<file path="src/rtl/serial_monitor.sv">
// Serial boot monitor: decodes W/R/G host commands from the UART, loads and
// dumps RAM, and hands the RAM/UART ports to the core while it runs.
module serial_monitor #(
  parameter int addr_width = 9
) (
  input  logic                  clk,
  input  logic                  rst,
  input  logic                  received,
  input  logic [7:0]            rx_byte,
  input  logic                  is_transmitting,
  output logic [7:0]            tx_byte,
  output logic                  transmit,
  output logic [addr_width-1:0] mon_raddr,
  input  logic [7:0]            dread,
  output logic [addr_width-1:0] mon_waddr,
  output logic [7:0]            mon_dwrite,
  output logic                  mon_write_en,
  output logic                  bus_own,
  output logic                  cpu_start,
  output logic [addr_width-1:0] startaddr,
  input  logic                  cpu_halted
);

  localparam logic [7:0] CMD_W = 8'h57;
  localparam logic [7:0] CMD_R = 8'h52;
  localparam logic [7:0] CMD_G = 8'h47;
  localparam logic [7:0] REP_K = 8'h4B;
  localparam logic [7:0] REP_H = 8'h48;
  localparam logic [7:0] REP_Q = 8'h3F;
  localparam logic [addr_width-1:0] ADDR_ONE = 1;

  typedef enum logic [3:0] {
    S_IDLE, S_CMD, S_ADDRH, S_ADDRL, S_LEN, S_WDATA, S_RADDR, S_RWAIT,
    S_RDATA, S_TXWAIT, S_TXGUARD, S_GO, S_RUN
  } state_t;

  state_t                state_q;
  logic [7:0]            cmd_q;
  logic [addr_width-9:0] ah_q;
  logic [addr_width-1:0] addr_q;
  logic [8:0]            cnt_q;
  logic                  rd_more_q;
  logic [7:0]            tx_byte_q;
  logic                  transmit_q;
  logic [addr_width-1:0] raddr_q;
  logic [addr_width-1:0] waddr_q;
  logic [7:0]            dwrite_q;
  logic                  wen_q;
  logic                  bus_own_q;
  logic                  cpu_start_q;
  logic [addr_width-1:0] startaddr_q;

  logic [addr_width-1:0] addr_inc_d;
  logic [addr_width-1:0] addr_ld_d;
  logic [8:0]            cnt_dec_d;
  logic [8:0]            cnt_ld_d;

  assign addr_inc_d = addr_q + ADDR_ONE;
  assign addr_ld_d  = {ah_q, rx_byte};
  assign cnt_dec_d  = cnt_q - 9'd1;
  // A length byte of zero encodes a full 256-byte transfer.
  assign cnt_ld_d   = (rx_byte == 8'd0) ? 9'd256 : {1'b0, rx_byte};

  always_ff @(posedge clk or posedge rst) begin
    if (rst) begin
      state_q     <= S_IDLE;
      cmd_q       <= '0;
      ah_q        <= '0;
      addr_q      <= '0;
      cnt_q       <= '0;
      rd_more_q   <= 1'b0;
      tx_byte_q   <= '0;
      transmit_q  <= 1'b0;
      raddr_q     <= '0;
      waddr_q     <= '0;
      dwrite_q    <= '0;
      wen_q       <= 1'b0;
      bus_own_q   <= 1'b1;
      cpu_start_q <= 1'b0;
      startaddr_q <= '0;
    end else begin
      transmit_q  <= 1'b0;
      wen_q       <= 1'b0;
      cpu_start_q <= 1'b0;
      case (state_q)
        S_IDLE: if (received) begin
          cmd_q   <= rx_byte;
          state_q <= S_CMD;
        end
        S_CMD: begin
          if (cmd_q == CMD_W || cmd_q == CMD_R || cmd_q == CMD_G) begin
            state_q <= S_ADDRH;
          end else begin
            tx_byte_q <= REP_Q;
            rd_more_q <= 1'b0;
            state_q   <= S_TXWAIT;
          end
        end
        S_ADDRH: if (received) begin
          ah_q    <= rx_byte[addr_width-9:0];
          state_q <= S_ADDRL;
        end
        S_ADDRL: if (received) begin
          addr_q  <= addr_ld_d;
          state_q <= (cmd_q == CMD_G) ? S_GO : S_LEN;
        end
        S_LEN: if (received) begin
          cnt_q   <= cnt_ld_d;
          state_q <= (cmd_q == CMD_W) ? S_WDATA : S_RADDR;
        end
        S_WDATA: if (received) begin
          wen_q    <= 1'b1;
          waddr_q  <= addr_q;
          dwrite_q <= rx_byte;
          addr_q   <= addr_inc_d;
          cnt_q    <= cnt_dec_d;
          if (cnt_q == 9'd1) begin
            tx_byte_q <= REP_K;
            rd_more_q <= 1'b0;
            state_q   <= S_TXWAIT;
          end
        end
        S_RADDR: begin
          raddr_q <= addr_q;
          state_q <= S_RWAIT;
        end
        // Registered RAM: data for raddr_q is on dread two edges after it is set.
        S_RWAIT: state_q <= S_RDATA;
        S_RDATA: begin
          tx_byte_q <= dread;
          addr_q    <= addr_inc_d;
          cnt_q     <= cnt_dec_d;
          rd_more_q <= (cnt_q != 9'd1);
          state_q   <= S_TXWAIT;
        end
        S_TXWAIT: if (!is_transmitting) begin
          transmit_q <= 1'b1;
          state_q    <= S_TXGUARD;
        end
        // UART busy lags the strobe by a cycle, so skip one sample of it.
        S_TXGUARD: state_q <= rd_more_q ? S_RADDR : S_IDLE;
        S_GO: begin
          startaddr_q <= addr_q;
          cpu_start_q <= 1'b1;
          bus_own_q   <= 1'b0;
          state_q     <= S_RUN;
        end
        S_RUN: if (cpu_halted) begin
          bus_own_q <= 1'b1;
          tx_byte_q <= REP_H;
          rd_more_q <= 1'b0;
          state_q   <= S_TXWAIT;
        end
        default: state_q <= S_IDLE;
      endcase
    end
  end

  assign tx_byte      = tx_byte_q;
  assign transmit     = transmit_q;
  assign mon_raddr    = raddr_q;
  assign mon_waddr    = waddr_q;
  assign mon_dwrite   = dwrite_q;
  assign mon_write_en = wen_q;
  assign bus_own      = bus_own_q;
  assign cpu_start    = cpu_start_q;
  assign startaddr    = startaddr_q;

endmodule

</file>
<file path="config.mk">
export PLATFORM = sky130hd
export DESIGN_NAME = serial_monitor
export DESIGN_NICKNAME = d
export VERILOG_FILES = /design/src/rtl/serial_monitor.sv
export SDC_FILE = /design/constraint.sdc
export NUM_CORES = 1
export LEC_CHECK = 0
export CAP_MARGIN = 20
export CORE_AREA = 2 2 76 93
export DETAILED_ROUTE_END_ITERATION = 6
export DIE_AREA = 0 0 78 95
export DONT_BUFFER_PORTS = 1
export PLACE_DENSITY_LB_ADDON = 0.15
export SLEW_MARGIN = 20
export SYNTH_ARGS = -nofsm -noshare
export SYNTH_HDL_FRONTEND = slang
export SYNTH_SLANG_ARGS = --single-unit
</file>
<file path="constraint.sdc">
create_clock -name clk -period 4.5 [get_ports clk]
set_input_delay 0.45 -clock clk [delete_from_list [all_inputs] [get_ports clk]]
set_output_delay 0.45 -clock clk [all_outputs]
set_load 0.005 [all_outputs]
</file>
==> impl_results.md <==
* Status: completed
* Reg2Reg Depth at 4
* DR iter-0 viols at 91
* Startpoint Class: flip-flop
* Cell Area, Placed at 0.00386 mm^2
* RSZ-0062 raised after global routing: no
* CTS resizes at 0
* Hold Path Class: primary input to flip-flop
* Slew margin rel. at 0.413
* Final cell area excluding filler cells at 0.00406 mm^2
* Gr usage total at 0.237
* Crit-path max FO at 18
* Slew Limit Fails at 0
* Arr. time, crit path at 2690 ps
* Share of flip-flops with an asynchronous set or reset at 1.00
* Register-to-Register Setup Slack at 2050 ps
* Kind of critical path: flip-flop to flip-flop
* Crit-path slowest cell: dfrtp_1
* Seq cells post-synth at 79
* First drt pass iteration count at 5
* Sequential share of the synthesized area at 0.522
* Clock share of power at 0.175
* GPL Wtd Cong at 0.918
* Core box area at 0.00661 mm^2
* Number of filler cells placed in the layout at 575
* Vias in the first global route at 2686
* Worst R2R Start: state_q[2]
* Seq pwr share at 0.468
* Ys flop type: dfrtp_1
* Crit-path cells: nand2b_1 -> nor3_1 -> nand2_1 -> mux2_2
* Max cap viols at 0
* Post-synth net total at 369
* Routed Antenna Nets at 0
* Yosys cell types at 56
* Power, Total at 2.89 mW
* Layout cell share with drive strength beyond 1 at 0.237
* Most common cell after layout, fill and taps aside: dfrtp_1
* Die area at 0.00741 mm^2
* Global-route wire length before repair at 13400 um
* Clock root cell: clkbuf_8
* Worst endpoint required time at 4740 ps
* Vias per inst at 6.08
* Slowest Stage Delay on Critical Path at 660 ps
* Height of the die at 95 um
* Yosys top cell area share at 0.515
* Leading post-synthesis cells by cell area: dfrtp_1 (51%), mux2_2 (15%), a21oi_1 (3.3%), o21ai_0 (3.2%), nand2_1 (2.6%)
* Placed insts at 421
* Most frequent cells in the layout: dfrtp_1 (78), mux2_2 (52), nand2_1 (26)
* End of the worst hold path: transmit
* Int Pwr at 1.77 mW
* Sw power at 1.12 mW
* EDFF count, synth at 0
* # rows at 33
* Critical Path End Type: flip-flop
* GRT overflow at 0
* Mapped cell area at 0.00379 mm^2
* Sum of buffers and inverters on the critical path at 0
* Fmax at 408 MHz
* CTS Buf Count at 9
* P&R area growth vs syn at 6.96%
* Clock Skews at 8.46 ps
* Worst-skew pair later-pin latency at 350 ps
* Residual DRC at 0
* Clk slew on worst S/H paths at 80 ps
* Switching Share at 0.387
* Yosys warns at 0
* Period minus WS final at 2450 ps
* Non-Filler Instances at 437
* Area leader, netlist: dfrtp_1
* Input/output buffers at 0
* I/O Pins at 68
* CTS Buffer Depth at 2
* Largest net degree at the start of global routing at 53
* Tcrit/Tclk final at 0.545
* Worst vdd ir at 0.000353 V
* CTS H-tree depth at 3
* Hold Crit Depth at 1
* Final Hold Viols at 0
* Wirelength per Cell at 18.6 um
* Synth Instances at 345
* Ant diodes at 0
* Lkg Pwr at 1.73 nW
* Initial core utilization at 0.574
* Worst hold start: is_transmitting
* Pwr dens at 712 mW/mm^2
* Setup TNS at 0 ps
* CTS sink cnt at 79
* Vias at 2659
* Final Setup Violations at 0
* Die Wd at 78 um
* Syn_area_per_cell at 11.0 um^2
* Worst R2R End: mon_dwrite[7]
* Combinational fraction of design power at 0.358
* Critical path's top delay family: simple AND/OR/NAND/NOR gates
* Slew @ Worst Pin at 876 ps
* Layout Nets at 370
* Antenna violations before repair at 0
* Post-DP HPWL at 5680 um
* Drt total wl at 8150 um
* CTS tree: built
-- synthesized netlist by cell type, types with 2 or more instances --
master    count
mux2i_1       3
o221ai_1      2
a211oi_1      2
a21oi_1      25
a22o_1        2
a31oi_1       4
o22a_1        2
nor2_1       20
o21ai_0      24
a22oi_1       2
a31o_2        4
nand2_1      26
nand4_1       2
inv_1        14
nand2b_1      2
nand3b_1      2
mux2_2       52
ha_1          3
buf_2         7
dfrtp_1      78
or3b_1        2
a21o_1        2
nand3_1      12
clkbuf_1      6
nor3_1        8
a41oi_1       2
a21oi_2       2
nor2b_1       7
-- per-layer routing --
metal,track usage,vias to the layer above,part of all wire
li1,-,1256,-
met1,0.293,1309,0.42
met2,0.386,73,0.49
met3,0.0526,21,0.055
met4,0.133,0,0.035
met5,0,-,0
-- per-stage QoR --
stage	utilization	worst slack [ps]	hold WS, ps
final	0.614	2050	157
after global routing	0.614	1770	145
after CTS	0.614	1990	147
after detailed placement	0.584	2000	355
after global placement	0.584	2090	351
after floorplan	-	2030	471
-- power groups by stage --
stage / logic (mW) / registers [mW] / clock network (mW)
2_1_floorplan: 0.918 / 1.23 / 0
3_3_place_gp: 1.01 / 1.36 / 0
3_5_place_dp: 1.03 / 1.37 / 0
4_1_cts: 1.04 / 1.35 / 0.519
5_1_grt: 1.17 / 1.40 / 0.548
6_report: 1.03 / 1.35 / 0.504
-- cell type report --
| class | count | area [um^2] | share of cell area |
|---|---|---|---|
| Multi-Input combinational cell | 239 | 1700 | 0.420 |
| Inverter | 14 | 53.8 | 0.0133 |
| Tap cell | 87 | 109 | 0.0268 |
| Clock inverter | 6 | 62.6 | 0.0154 |
| Clock buffer | 9 | 124 | 0.0305 |
| Sequential cell | 79 | 1980 | 0.488 |
| Timing Repair Buffer | 3 | 25.0 | 0.00617 |
-- kinds of logic after synthesis --
logic type	Yosys count	synth area share
and+or+nand+nor	95	0.133
AOI/OAI and AO/OA	84	0.139
DFF	79	0.522
muxes	56	0.165
buffers and inverters	27	0.0290
adders and majority gates	3	0.00990
xor gates and xnor gates	1	0.00231
-- worst max-delay path by stage --
| stage | startpoint | to | cells after the start |
|---|---|---|---|
| floorplan | rst | addr_q[0] | 1 |
| global placement | state_q[2] | mon_dwrite[3] | 4 |
| detailed placement | state_q[2] | mon_dwrite[7] | 4 |
| CTS | state_q[2] | mon_waddr[8] | 4 |
| global route | state_q[2] | mon_waddr[8] | 4 |
| finish | state_q[2] | mon_dwrite[7] | 4 |
-- repair_timing --
item | CTS | global route
hold endpoints to repair | 27 | 0
setup buffers | 0 | 0
hold buffers | 1 | 0
-- registers in the layout, indices dropped and copies added (netlist names) --
| name | cells |
|---|---|
| addr_q | 9 |
| ah_q | 1 |
| bus_own | 1 |
| cmd_q | 8 |
| cnt_q | 9 |
| cpu_start | 1 |
| mon_dwrite | 8 |
| mon_raddr | 9 |
| mon_waddr | 9 |
| mon_write_en | 1 |
| rd_more_q | 1 |
| startaddr | 9 |
| state_q | 4 |
| transmit | 1 |
| tx_byte | 8 |
Power figures use the tool's default switching activity.
